`config.mk`:
```
export PLATFORM = sky130hd
export DESIGN_NAME = fifo_rd_stream
export DESIGN_NICKNAME = d
export VERILOG_FILES = /design/src/rtl/fifo_rd_stream.sv
export SDC_FILE = /design/constraint.sdc
export NUM_CORES = 1
export LEC_CHECK = 0
export BUFFER_PORTS_ARGS = -buffer_cell sky130_fd_sc_hd__buf_4
export CAP_MARGIN = 25
export CORE_MARGIN = 5
export CORE_UTILIZATION = 35
export CTS_BUF_LIST = sky130_fd_sc_hd__clkbuf_2 sky130_fd_sc_hd__clkbuf_4 sky130_fd_sc_hd__clkbuf_8
export CTS_CLUSTER_SIZE = 40
export DETAILED_ROUTE_END_ITERATION = 12
export PLACE_DENSITY = 0.66
export SLEW_MARGIN = 20
export SYNTH_ARGS = -nofsm -noshare
export SYNTH_HDL_FRONTEND = slang
export SYNTH_SLANG_ARGS = --single-unit
```
`constraint.sdc`:
```
create_clock -name rd_clk -period 3.38 [get_ports rd_clk]
set_input_delay 0.845 -clock rd_clk [delete_from_list [all_inputs] [get_ports rd_clk]]
set_output_delay 0.845 -clock rd_clk [all_outputs]
set_load 0.03 [all_outputs]
```
`src/rtl/fifo_rd_stream.sv`:
```
// Read-domain consumer for an async FIFO.
// Pops into a 2-entry buffer and presents a valid/ready stream with burst tags.
module fifo_rd_stream #(
    parameter int DATA_SIZE = 8,
    parameter int BURST_LEN = 4,
    parameter int SAFE_GAP  = 1,
    parameter int CNT_W     = 16
) (
    input  logic                 rd_clk,
    input  logic                 rrst,
    input  logic                 enable,
    input  logic                 fifo_empty,
    input  logic [DATA_SIZE-1:0] fifo_data,
    output logic                 fifo_rd_en,
    output logic [DATA_SIZE-1:0] m_data,
    output logic                 m_valid,
    input  logic                 m_ready,
    output logic                 m_last,
    output logic [CNT_W-1:0]     word_cnt,
    output logic                 busy
);

    localparam int BI_W = (BURST_LEN > 1) ? $clog2(BURST_LEN) : 1;
    localparam logic [BI_W-1:0] BI_LAST = BI_W'(BURST_LEN - 1);

    typedef enum logic [1:0] {
        EMPTY,
        ONE,
        TWO
    } occ_t;

    occ_t state, state_nx;

    logic                 gap;
    logic [BI_W-1:0]      burst_idx;
    logic [DATA_SIZE-1:0] h_data, t_data;
    logic                 h_last, t_last;
    logic                 pop, xfer, new_last;
    logic                 to_head, to_tail, shift;

    // Pop is held off while in reset so the FIFO never loses a word.
    assign pop = rrst & enable & ~fifo_empty
               & (state != TWO) & ~gap;

    assign m_valid    = (state != EMPTY);
    assign xfer       = m_valid & m_ready;
    assign new_last   = (burst_idx == BI_LAST);
    assign fifo_rd_en = pop;
    assign busy       = m_valid | pop;
    assign m_data     = h_data;
    assign m_last     = h_last;

    // A new word lands in head when the buffer is (or becomes) empty of it.
    assign to_head = pop & ((state == EMPTY) | ((state == ONE) & xfer));
    assign to_tail = pop & (state == ONE) & ~xfer;
    assign shift   = (state == TWO) & xfer;

    // Occupancy state register.
    always_ff @(posedge rd_clk or negedge rrst) begin
        if (!rrst) state <= EMPTY;
        else       state <= state_nx;
    end

    // Occupancy next-state.
    always_comb begin
        state_nx = state;
        unique case (state)
            EMPTY: if (pop) state_nx = ONE;
            ONE: begin
                if (pop && !xfer)      state_nx = TWO;
                else if (xfer && !pop) state_nx = EMPTY;
            end
            TWO:     if (xfer) state_nx = ONE;
            default: state_nx = EMPTY;
        endcase
    end

    // Head/tail storage; tail moves to head when head is consumed at occ=2.
    always_ff @(posedge rd_clk or negedge rrst) begin
        if (!rrst) begin
            h_data <= '0;
            h_last <= 1'b0;
            t_data <= '0;
            t_last <= 1'b0;
        end else begin
            if (to_head) begin
                h_data <= fifo_data;
                h_last <= new_last;
            end else if (shift) begin
                h_data <= t_data;
                h_last <= t_last;
            end
            if (to_tail) begin
                t_data <= fifo_data;
                t_last <= new_last;
            end
        end
    end

    // Idle cycle after each pop hides the registered-empty lag.
    always_ff @(posedge rd_clk or negedge rrst) begin
        if (!rrst) gap <= 1'b0;
        else       gap <= (SAFE_GAP != 0) ? pop : 1'b0;
    end

    // Burst position of the next popped word.
    always_ff @(posedge rd_clk or negedge rrst) begin
        if (!rrst)    burst_idx <= '0;
        else if (pop) burst_idx <= new_last ? '0 : burst_idx + 1'b1;
    end

    // Completed output transfers, wrapping.
    always_ff @(posedge rd_clk or negedge rrst) begin
        if (!rrst)     word_cnt <= '0;
        else if (xfer) word_cnt <= word_cnt + 1'b1;
    end

endmodule

```
Word-level counts from Yosys, hierarchy flattened
Index checks and enable logic that the tools add are counted.
{ "word_totals": {"reg_bits": 39, "input_bits": 13, "word_cells": 50} }
{ "op_classes": {"addsub": 2, "eq_ne": 7, "muxes": 10, "bitwise_logic": 15, "reduce_logical": 8} }
{ "op_table": {"columns": ["op", "n"], "rows": [
  ["adder 16 x 1 -> 16 bit (second input constant)", 1],
  ["two-way mux 8 bit", 2],
  ["AND 1 bit", 10],
  ["two-way mux 2 bit", 5],
  ["!= test 2 bit (second input constant)", 3],
  ["one-hot mux 2 bit (3 select lines)", 1],
  ["== test 2 bit (second input constant)", 2],
  ["nonzero test 2 bit", 2],
  ["!= test 3 x 1 -> 1 bit (second input constant)", 1],
  ["NOT 1 bit", 3],
  ["AND reduction 3 bit", 1],
  ["adder 2 x 1 -> 2 bit (second input constant)", 1],
  ["== test 2 x 1 -> 1 bit (second input constant)", 1],
  ["logical AND 1 bit", 2],
  ["zero test 1 bit", 2],
  ["zero test 2 bit", 1],
  ["two-way mux 1 bit", 2],
  ["OR 1 bit", 2]
]} }

Depth between registers and ports, before layout
{ "logic_depth": {"ltp_word": 9, "ltp_mapped": 6, "ltp_nobuf": 5} }

Least setup slack after synthesis
No wires, ideal clock.
{ "synth_timing": {"kind": "input -> output", "from": "input fifo_empty", "to": "output fifo_rd_en", "arrival_ps": 1711, "t_required_ps": 2535, "slack_ps": 824, "stages": 2, "n_path_buf": 0, "cell_sequence": "nand4bb_2 > nor2_1"} }
{ "synth_between": {"elab_chain_len": 4} }
{ "synth_lines": {"columns": ["item", "line_no", "rtl"], "rows": [
  ["from (decl)", "12", "input logic fifo_empty,"],
  ["NOT 1 bit", "42", "assign pop = rrst & enable & ~fifo_empty"],
  ["AND 1 bit", "42", null],
  ["AND 1 bit (2 in a row)", "43", "& (state != TWO) & ~gap;"],
  ["to (decl)", "14", "output logic fifo_rd_en,"]
]} }
Every way passes these cells.

Worst setup path after layout
Ends and elaborated chain as after synthesis.

==> Implementation_results.wiki <==
{| class="wikitable"
! Metric !! Value
|-
| Maximum clock frequency || 382 MHz
|-
| Kind of start point of the critical path || primary input
|-
| Number of synthesized flops with an enable pin || 0
|-
| Post-CTS setup-driven buffer insertion count || 0
|-
| Count of final setup violators || 0
|-
| Number of top-level pins || 41
|-
| Synthesized instance count || 138
|-
| Cell area after layout || 0.00220 mm^2
|-
| Max-cap check violation count || 0
|-
| Setup repair after global routing missed its margin || false
|-
| Layout Area Growth over Synthesis || 26.6%
|-
| Total number of H-tree levels || 2
|-
| Number of buffers inserted by port buffering || 40
|-
| Area fraction in compound gates after synthesis || 10.1%
|-
| Placement Cell Area || 0.00211 mm^2
|-
| Gr ovfl total || 0
|-
| Number of nets in the finished design || 198
|-
| Post-synthesis instance area || 0.00174 mm^2
|-
| Data arrival time of the critical path || 1770 ps
|-
| Result of the run || finished, final reports clean
|-
| Actual slew at the worst max-slew pin || 481 ps
|-
| Worst hold endpoint || m_data[2]$_DFFE_PN0P_
|-
| Slack of the critical path || 765 ps
|-
| Half-perimeter wire length after detailed placement || 2380 um
|-
| Global-route wire length before repair || 5630 um
|-
| Number of optimization iterations in the first detailed-route pass || 4
|-
| Parity-gate share of the synthesized area counting xor and xnor cells || 7.56%
|-
| Clock input transition at the sequential cells of the worst setup and hold paths || 70 ps
|-
| Initial antenna violation count || 0
|-
| CTS tree || yes
|-
| Simple logic cell fraction of the synthesized area || 15.2%
|-
| Die height || 80.5 um
|-
| Pin count of the biggest net entering global routing || 40
|-
| Clock tree buffer depth || 2
|-
| Clock latency of the later-clocked register in the worst-skew pair || 290 ps
|-
| Post-route DRC violation count || 0
|-
| Tot Pwr || 1.31 mW
|-
| Hold violation count in the final report || 0
|-
| Final critical path time including I/O delays and setup || 2610 ps
|-
| Peak supply drop || 0.470 mV
|-
| Floorplan row count || 25
|-
| Vias in the first global route || 1,207
|-
| Largest family of logic cells by synthesized area || simple AND/OR/NAND/NOR gates
|-
| Final sum of negative setup slack || 0 ps
|-
| Synth cell types || 34
|-
| Category of the worst setup path capture point || output port
|-
| Type of the worst setup path || in -> out
|-
| WP data required || 2530 ps
|-
| Post-DR wirelength/cell || 13.1 um
|-
| Power Dens Cells || 597 mW/mm^2
|-
| Number of antenna cells inserted || 0
|-
| Post-synthesis net count || 153
|-
| Detailed-route via count || 1,159
|-
| Average cell area after synthesis || 12.6 um^2
|-
| Async set-reset flop share out of synthesis || 100%
|-
| Cell type with the highest aggregate area in the netlist || dfrtp_1
|-
| Worst hold slack || 477 ps
|-
| Minimum setup slack after placement || 738 ps
|-
| Die extent in x || 80.5 um
|-
| Source of the worst register-to-register timing path || gap$_DFF_PN0_
|-
| Rel. slew slack || 67.7%
|-
| Share of synthesized area occupied by flip-flops and latches || 56.2%
|-
| Share of final-layout standard cells stronger than drive strength 1 || 37.2%
|-
| Number of register bits inferred by synthesis || 39
|-
| Total leakage power || 1.11 nW
|-
| Beginning of the worst hold path || m_data[2]$_DFFE_PN0P_
|-
| Dominant cells by area after synthesis || dfrtp_1 56%, mux2_2 7.1%, a22o_1 4.5%, xnor2_1 4.0%, a21o_1 3.9%
|-
| Placeable Area || 0.00479 mm^2
|-
| Root cell of the clock tree || clkbuf_8
|-
| Maximum fanout encountered on the critical timing path || 5
|-
| Routed via count divided by cell count || 4.64
|-
| Initial core utilization || 36.3%
|-
| Inserted Clock Buffers || 5
|-
| Classification of the worst-slack hold path || reg -> reg
|-
| Multiplexer share of the synthesized area || 7.70%
|-
| Number of buffers inserted by hold repair at cts || 0
|-
| Reg-to-reg endpoint || t_data[1]$_DFFE_PN0P_
|-
| Max-slew violation count || 0
|-
| Routability cong. || 0.740
|-
| Num Clock Sinks || 39
|-
| GRT Overall Usage || 11.4%
|-
| Post-Route Skew || 4.53 ps
|-
| Count of nets left with antenna violations after detail routing || 0
|-
| Detailed router's first-iteration violation count || 33
|-
| Final critical-path share of the clock period || 77.4%
|-
| Aggregate routed wire length || 3260 um
|-
| Fillers || 464
|-
| Post-synth top area share || 56.2%
|-
| Worst-case register-to-register setup slack || 1560 ps
|-
| Cell count of the worst hold path || 1
|-
| Main flop type after synthesis || dfrtp_1
|-
| Die outline area || 0.00647 mm^2
|-
| Arithmetic-cell share of the synthesized area counting full adders, half adders and majority gates || 1.44%
|-
| Post-cts repair resize count || 0
|-
| R2r worst-path depth || 4
|-
| Synthesis warning total || 0
|}
==> flip-flops by register name (all words and copies together), names as in the netlist <==
| signal | count |
|---|---|
| m_data | 8 |
| word_cnt | 16 |
| t_last | 1 |
| burst_idx | 2 |
| gap | 1 |
| t_data | 8 |
| state | 2 |
| m_last | 1 |
==> cell type report <==
class / instances / area (um^2) / area share [%]
Inverter: 4 / 15.0 / 0.683
Tap cell: 67 / 83.8 / 3.81
Clock inverter: 1 / 5.00 / 0.228
Sequential cell: 39 / 976 / 44.4
Timing Repair Buffer: 41 / 308 / 14.0
Multi-Input combinational cell: 92 / 729 / 33.2
Clock buffer: 6 / 82.6 / 3.75
==> through the flow <==
step,instances,util [%]
2_1_floorplan,138,-
3_3_place_gp,243,44.1
3_5_place_dp,243,44.1
4_1_cts,250,46.0
5_1_grt,250,46.0
6_report,250,46.0
==> Yosys cell counts (all sizes together) (2+ instances only) <==
master,instances
dfrtp,39
mux2,11
nor2,10
a21o,9
a22o,9
xnor2,8
nand2,7
xor2,7
nand3,6
inv,4
buf,3
nor3,3
nor4,3
a21oi,2
and2,2
ha,2
nand4,2
nor2b,2
==> cells in the final DEF, fill, tap and decap left out, types with 2 or more instances in the layout <==
| master | instances |
|---|---|
| a21oi_1 | 2 |
| nor2b_1 | 2 |
| xor2_1 | 7 |
| mux2_2 | 11 |
| nand3_1 | 4 |
| xnor2_1 | 8 |
| nand2_1 | 7 |
| a22o_1 | 9 |
| inv_1 | 4 |
| nor2_1 | 9 |
| buf_4 | 41 |
| and2_1 | 2 |
| nand4_1 | 2 |
| dfrtp_1 | 39 |
| ha_1 | 2 |
| clkbuf_8 | 6 |
| a21o_1 | 9 |
| nor3_1 | 2 |
==> worst max path at each step <==
| stage | start | to | slack (ps) | cells after the start |
|---|---|---|---|---|
| 2_1_floorplan | fifo_empty | fifo_rd_en | 820 | 2 |
| 3_3_place_gp | fifo_empty | fifo_rd_en | 790 | 4 |
| 3_5_place_dp | fifo_empty | fifo_rd_en | 740 | 4 |
| 4_1_cts | fifo_empty | fifo_rd_en | 750 | 4 |
| 5_1_grt | fifo_empty | fifo_rd_en | 650 | 4 |
| 6_report | fifo_empty | fifo_rd_en | 770 | 4 |
==> cells by family after synthesis <==
group	Yosys count
AND/OR/NAND/NOR	40
flip-flops	39
AO/OA/AOI/OAI	23
XOR/XNOR	15
multiplexers	12
buffers and inverters	7
adder cells (fa/ha/maj)	2
==> layer usage <==
metal,global-route usage [%],part of all wire [%],up-vias
met5,0,0,-
met4,5.57,2.2,0
met3,3.92,6.7,8
met2,17.2,43,35
met1,14.4,48,544
li1,-,-,572
==> report_power, final <==
group	switching [mW]	total [mW]	internal, mW
Combinational	0.199	0.363	0.164
Clock	0.152	0.312	0.160
Sequential	0.0763	0.637	0.561
==> critical path, cell delays in order <==
cell and delay (ps):
buf_4 100, nand4bb_2 310, nor2_1 300, buf_4 220
Power figures use the tool's default switching activity.
